## src/rtl/array_loop_seq_pkg.sv

```systemverilog
// ============================================================================
// Module   : array_loop_seq_pkg
// Brief    : Shared state encoding and index-width helper for array_loop_seq.
// Revision : 1.0
// ============================================================================
`default_nettype none

package array_loop_seq_pkg;

    typedef enum logic [2:0] {
        IDLE  = 3'd0,
        CHECK = 3'd1,
        READ  = 3'd2,
        WRITE = 3'd3,
        DONE  = 3'd4
    } seq_state_e;

    // One extra bit so the loop index can reach DEPTH without wrapping.
    function automatic int idx_w(input int depth);
        return $clog2(depth) + 1;
    endfunction

endpackage

`default_nettype wire

```

## src/rtl/array_loop_regfile.sv

```systemverilog
// ============================================================================
// Module   : array_loop_regfile
// Brief    : DEPTH x WIDTH register array, one write port, two async reads.
// Revision : 1.0
// ============================================================================
`default_nettype none

module array_loop_regfile #(
    parameter int DEPTH = 4,
    parameter int WIDTH = 4,
    localparam int AW   = $clog2(DEPTH)
) (
    input  logic             clk,
    input  logic             rst,
    input  logic             i_we,
    input  logic [AW-1:0]    i_waddr,
    input  logic [WIDTH-1:0] i_wdata,
    input  logic [AW-1:0]    i_raddr_a,
    output logic [WIDTH-1:0] o_rdata_a,
    input  logic [AW-1:0]    i_raddr_b,
    output logic [WIDTH-1:0] o_rdata_b
);

    logic [WIDTH-1:0] r_mem_q [DEPTH];
    logic [WIDTH-1:0] w_mem_d [DEPTH];

    for (genvar g = 0; g < DEPTH; g++) begin : g_entry
        always_comb begin
            w_mem_d[g] = r_mem_q[g];
            if (i_we && (i_waddr == AW'(g))) begin
                w_mem_d[g] = i_wdata;
            end
        end

        always_ff @(posedge clk or posedge rst) begin
            if (rst) begin
                r_mem_q[g] <= '0;
            end else begin
                r_mem_q[g] <= w_mem_d[g];
            end
        end
    end

    assign o_rdata_a = r_mem_q[i_raddr_a];
    assign o_rdata_b = r_mem_q[i_raddr_b];

endmodule

`default_nettype wire

```

## src/rtl/array_loop_seq.sv

```systemverilog
// ============================================================================
// Module   : array_loop_seq
// Brief    : Bounded copy-loop sequencer over a small register array.
// Revision : 1.0
// ============================================================================
`default_nettype none

module array_loop_seq
    import array_loop_seq_pkg::*;
#(
    parameter int DEPTH = 4,
    parameter int WIDTH = 4,
    localparam int AW   = $clog2(DEPTH),
    localparam int IW   = idx_w(DEPTH)
) (
    input  logic             clk,
    input  logic             rst,
    input  logic             host_we,
    input  logic [AW-1:0]    host_addr,
    input  logic [WIDTH-1:0] host_wdata,
    input  logic [AW-1:0]    rd_addr,
    output logic [WIDTH-1:0] rd_data,
    input  logic             start,
    input  logic [IW-1:0]    init_idx,
    input  logic [IW-1:0]    lo,
    input  logic [IW-1:0]    hi,
    input  logic [IW-1:0]    src_off,
    output logic             busy,
    output logic             done,
    output logic [IW-1:0]    iter_cnt
);

    localparam logic [IW-1:0] c_DEPTH = IW'(DEPTH);

    seq_state_e       r_state_q, w_state_d;
    logic [IW-1:0]    r_idx_q, w_idx_d;
    logic [IW-1:0]    r_lo_q, w_lo_d;
    logic [IW-1:0]    r_hi_q, w_hi_d;
    logic [IW-1:0]    r_off_q, w_off_d;
    logic [IW-1:0]    r_iter_q, w_iter_d;
    logic [WIDTH-1:0] r_hold_q, w_hold_d;

    logic             w_cond;
    logic [AW-1:0]    w_src_addr;
    logic [WIDTH-1:0] w_src_data;
    logic             w_we;
    logic [AW-1:0]    w_waddr;
    logic [WIDTH-1:0] w_wdata;

    assign w_cond     = (r_idx_q < r_hi_q) && (r_idx_q > r_lo_q) && (r_idx_q < c_DEPTH);
    assign w_src_addr = r_idx_q[AW-1:0] - r_off_q[AW-1:0];

    // The host owns the write port only while idle; its write lands on the
    // same edge that accepts a start, so the loop reads the new data.
    always_comb begin
        w_we    = 1'b0;
        w_waddr = host_addr;
        w_wdata = host_wdata;
        if (r_state_q == WRITE) begin
            w_we    = 1'b1;
            w_waddr = r_idx_q[AW-1:0];
            w_wdata = r_hold_q;
        end else if (r_state_q == IDLE) begin
            w_we    = host_we;
        end
    end

    array_loop_regfile #(
        .DEPTH (DEPTH),
        .WIDTH (WIDTH)
    ) u_regfile (
        .clk       (clk),
        .rst       (rst),
        .i_we      (w_we),
        .i_waddr   (w_waddr),
        .i_wdata   (w_wdata),
        .i_raddr_a (rd_addr),
        .o_rdata_a (rd_data),
        .i_raddr_b (w_src_addr),
        .o_rdata_b (w_src_data)
    );

    always_ff @(posedge clk or posedge rst) begin
        if (rst) begin
            r_state_q <= IDLE;
            r_idx_q   <= '0;
            r_lo_q    <= '0;
            r_hi_q    <= '0;
            r_off_q   <= '0;
            r_iter_q  <= '0;
            r_hold_q  <= '0;
        end else begin
            r_state_q <= w_state_d;
            r_idx_q   <= w_idx_d;
            r_lo_q    <= w_lo_d;
            r_hi_q    <= w_hi_d;
            r_off_q   <= w_off_d;
            r_iter_q  <= w_iter_d;
            r_hold_q  <= w_hold_d;
        end
    end

    always_comb begin
        w_state_d = r_state_q;
        case (r_state_q)
            IDLE:    if (start) w_state_d = CHECK;
            CHECK:   w_state_d = w_cond ? READ : DONE;
            READ:    w_state_d = WRITE;
            WRITE:   w_state_d = CHECK;
            DONE:    w_state_d = IDLE;
            default: w_state_d = IDLE;
        endcase
    end

    always_comb begin
        w_idx_d  = r_idx_q;
        w_lo_d   = r_lo_q;
        w_hi_d   = r_hi_q;
        w_off_d  = r_off_q;
        w_iter_d = r_iter_q;
        w_hold_d = r_hold_q;
        case (r_state_q)
            IDLE: begin
                if (start) begin
                    w_idx_d  = init_idx;
                    w_lo_d   = lo;
                    w_hi_d   = hi;
                    w_off_d  = src_off;
                    w_iter_d = '0;
                end
            end
            READ: begin
                w_hold_d = w_src_data;
            end
            WRITE: begin
                w_idx_d  = r_idx_q + 1'b1;
                w_iter_d = r_iter_q + 1'b1;
            end
            default: ;
        endcase
    end

    always_comb begin
        busy = (r_state_q != IDLE);
        done = (r_state_q == DONE);
    end

    assign iter_cnt = r_iter_q;

endmodule

`default_nettype wire

```

## config.mk

```make
export PLATFORM = sky130hd
export DESIGN_NAME = array_loop_seq
export DESIGN_NICKNAME = d
export VERILOG_FILES = /design/src/rtl/array_loop_seq_pkg.sv /design/src/rtl/array_loop_regfile.sv /design/src/rtl/array_loop_seq.sv
export SDC_FILE = /design/constraint.sdc
export NUM_CORES = 1
export LEC_CHECK = 0
export CORE_ASPECT_RATIO = 0.5
export CORE_UTILIZATION = 50
export CTS_BUF_LIST = sky130_fd_sc_hd__clkbuf_8
export CTS_CLUSTER_SIZE = 16
export DETAILED_ROUTE_END_ITERATION = 10
export GPL_TIMING_DRIVEN = 0
export PLACE_DENSITY = 0.72
export SKIP_CTS_REPAIR_TIMING = 1
export SLEW_MARGIN = 20
export SYNTH_ARGS = -nofsm -noshare
export SYNTH_HDL_FRONTEND = slang
export SYNTH_SLANG_ARGS = --single-unit
export TNS_END_PERCENT = 30
```

## constraint.sdc

```tcl
create_clock -name clk -period 4.7 [get_ports clk]
set_input_delay 0.47 -clock clk [delete_from_list [all_inputs] [get_ports clk]]
set_output_delay 0.47 -clock clk [all_outputs]
set_load 0.1 [all_outputs]
```

==> metrics.md <==
| Metric | Value |
|---|---|
| Final net count | `233` |
| Final GP Congestion | `0.747` |
| Floorplan die width | `91.0 um` |
| Worst-margin pin slew | `0.965 ns` |
| Global route total overflow | `0` |
| Area fraction in compound gates after synthesis | `6.77%` |
| TritonCTS clock tree | `done` |
| DIE AREA | `4230 sq um` |
| Placed cell area | `2380 sq um` |
| Sum of negative setup slack | `0 ns` |
| CTS Buf Count | `5` |
| Critical path capture point type | `output pin` |
| Count of nets left with antenna violations after detail routing | `0` |
| Max-cap violations | `0` |
| Global-route wire length before repair | `6800 um` |
| Worst path max stage delay | `0.98 ns` |
| Slew Limit Fails | `0` |
| Via count of the first global-routing pass | `1,347` |
| Portion of the post-synthesis area used by sequential elements | `46.8%` |
| Detailed-route vias per instance | `5.33` |
| Worst path setup slack after routing | `1.60 ns` |
| Post-Layout Inst Area | `2470 sq um` |
| Antenna violations before repair | `0` |
| Cell at the root of the clock tree | `clkbuf_8` |
| Source of the worst register-to-register timing path | `r_idx_q[0]$_DFFE_PP0P_` |
| Highest-delay cell along the critical path | `clkdlybuf4s50_1` |
| Pwr per Cell Area | `712 nW/um^2` |
| Synth cell types | `41` |
| Ordered list of cells on the worst path | `clkdlybuf4s50_1, mux4_2, clkdlybuf4s50_1` |
| Total half-perimeter wirelength after legalization and detailed placement | `2990 um` |
| Path type of the worst setup path | `input port to output pin` |
| Maximum number of pins on one net before global-route repair | `25` |
| Final period demand of the worst path | `3.10 ns` |
| Commonest non-fill, non-tap cell in the layout | `dfrtp_1` |
| Largest vdd supply drop | `0.470 mV` |
| Number of rows created at floorplan | `15` |
| Cell area after technology mapping | `1980 sq um` |
| Layout cell share with drive strength beyond 1 | `22.4%` |
| Maximum clock frequency | `322 MHz` |
| Number of instances in the synthesized netlist | `162` |
| Tot GR Track Use | `21.8%` |
| Portion of the clock cycle consumed by the worst path in the final layout | `66.0%` |
| Category of the worst setup path launch point | `input port` |
| Quantity of I/O buffers inserted on ports | `31` |
| Warnings, synthesis | `0` |
| Die Span Y | `46.5 um` |
| Run status | `completed` |
| Post-synth EDFFs | `0` |
| Clock-pin slew on the worst setup and hold paths | `0.07 ns` |
| Worst-case register-to-register setup slack | `2.30 ns` |
| WL per Instance | `15.8 um` |
| Worst slew slack as a fraction of its limit | `35.5%` |
| Standby leakage power | `0.00113 uW` |
| Drt initial violations | `53` |
| Arrival @ worst endpoint | `2.63 ns` |
| Final routed DRC violation total | `0` |
| Count of clock tree sinks | `37` |
| Combinational family with the most area after synthesis | `multiplexers` |
| Simple-gate share of the synthesized area | `12.3%` |
| Setup repair after global routing missed its margin | `no` |
| Capturing instance or port of the critical path | `rd_data[3]` |
| Area growth from synthesis to final layout | `24.7%` |
| Yosys reg bits | `37` |
| Critical path launch point | `rd_addr[0]` |
| Maximum number of buffers from clock root to sink | `2` |
| Total core area | `3600 sq um` |
| Wire length reported by the detailed router | `3970 um` |
| Proportion of register bits with asynchronous set or reset after synthesis | `100%` |
| Worst clock skew | `0.00556 ns` |
| First-pass DRT Iterations | `4` |
| Max H-tree Level | `2` |
| Worst EP required | `4.23 ns` |
| Cell count after placement | `245` |
| Fin. Hold Viols | `0` |
| Clk Latency, worst-skew pair | `0.28 ns` |
| I/O Pins | `33` |
| Via total after detailed routing | `1,342` |
| Primary flip-flop cell chosen by synthesis mapping | `dfrtp_1` |
| Share of the synthesized netlist area taken by xor and xnor gates | `0.886%` |
| Adder-cell area share of the yosys netlist | `5.06%` |
| Count of non-filler cells in the finished layout | `252` |
| Register-to-Register Path Depth | `6` |
| Effective utilization at floorplan | `54.9%` |
| Worst min-delay path class | `input port to asynchronous set/reset pin` |
| Number of nets produced by synthesis | `194` |
| Most frequent cells in the layout | `dfrtp_1, clkdlybuf4s50_1, nand2_1, mux2_2, inv_1` |
| Biggest fanout along the worst timing path | `4` |
| Worst setup timing slack at the placement stage | `1.58 ns` |
| Total inserted antenna cells | `0` |
| Terminus of the critical flop-to-flop path | `r_hold_q[0]$_DFFE_PP0P_` |
| Multiplexer share of the synthesized area | `24.7%` |
| Mean post-synth cell area | `12.2 sq um` |
| Most repeated library cell on the critical path | `clkdlybuf4s50_1` |
| # setup viols final | `0` |
## worst max-delay path, delay by kind of cell
family | cells | cell delay [ns]
buffers and inverters | 2 | 1.61
muxes | 1 | 0.55
## power breakdown
group | switching [uW] | internal (uW) | leakage, uW
clock network | 105 | 114 | 0.0000485
logic | 548 | 418 | 0.000620
registers | 108 | 463 | 0.000459
## layer usage
metal | track usage, % | share of wire (%) | vias up | wire [um]
met5 | 0 | 0 | - | 0
met4 | 4.76 | 0.50 | 0 | 20
met3 | 6.11 | 5.6 | 4 | 221
met2 | 36.8 | 46 | 36 | 1820
met1 | 29.1 | 48 | 644 | 1910
li1 | - | - | 658 | -
## state kept, by name, indices dropped and copies added (netlist names)
| name | cells |
|---|---|
| iter_cnt | 3 |
| r_hi_q | 3 |
| r_hold_q | 4 |
| r_idx_q | 3 |
| r_lo_q | 3 |
| r_off_q | 2 |
| r_state_q | 3 |
| u_regfile.r_mem_q | 16 |
## cell families (layout without fill, tap and decap cells)
| group | count (synthesis) | after routing |
|---|---|---|
| AO/OA/AOI/OAI | 20 | 20 |
| multiplexers | 34 | 34 |
| AND/OR/NAND/NOR | 46 | 46 |
| adder cells (fa/ha/maj) | 8 | 8 |
| XOR/XNOR | 2 | 2 |
| buffers and inverters | 15 | 54 |
| flip-flops | 37 | 37 |
## through the flow
step / hold slack [ns] / power (uW) / util, %
2_1_floorplan: 0.441 / 1320 / -
6_report: 0.469 / 1760 / 68.4
3_5_place_dp: 0.476 / 1550 / 66.0
4_1_cts: 0.481 / 1770 / 68.4
3_3_place_gp: 0.465 / 1510 / 65.3
5_1_grt: 0.491 / 1870 / 68.4
## cell usage after synthesis (2+ instances only)
master,instances,area (sq um)
buf_2,3,15.0
o21ai_0,6,30.0
inv_1,10,37.5
a21oi_1,3,15.0
nor2_1,2,7.51
nand2_1,25,93.8
ha_1,8,100
dfrtp_1,37,926
mux2_4,4,60.1
nand3_1,5,25.0
mux4_2,8,180
nor3_1,4,20.0
mux2_2,15,169
mux2_1,5,56.3
## how the worst min path moves through the flow
stage	slack [ns]	depth (start not counted)	to	start
3_3_place_gp	0.47	2	r_hi_q[0]$_DFFE_PP0P_	r_hi_q[0]$_DFFE_PP0P_
3_5_place_dp	0.48	2	r_hi_q[0]$_DFFE_PP0P_	r_hi_q[0]$_DFFE_PP0P_
5_1_grt	0.49	2	r_hold_q[1]$_DFFE_PP0P_	rst
2_1_floorplan	0.44	2	r_hi_q[0]$_DFFE_PP0P_	r_hi_q[0]$_DFFE_PP0P_
4_1_cts	0.48	2	u_regfile.r_mem_q[3]$_DFFE_PP0P_	rst
6_report	0.47	2	r_hold_q[1]$_DFFE_PP0P_	rst
## layout make-up
| type | count | area (sq um) |
|---|---|---|
| Clock buffer | 6 | 82.6 |
| Clock inverter | 1 | 3.75 |
| Multi-Input combinational cell | 110 | 985 |
| Buffer | 5 | 30.0 |
| Inverter | 10 | 37.5 |
| Tap cell | 51 | 63.8 |
| Fill cell | 305 | 1140 |
| Timing Repair Buffer | 32 | 338 |
| Sequential cell | 37 | 926 |
No activity file was read; power rests on OpenSTA's default activity.
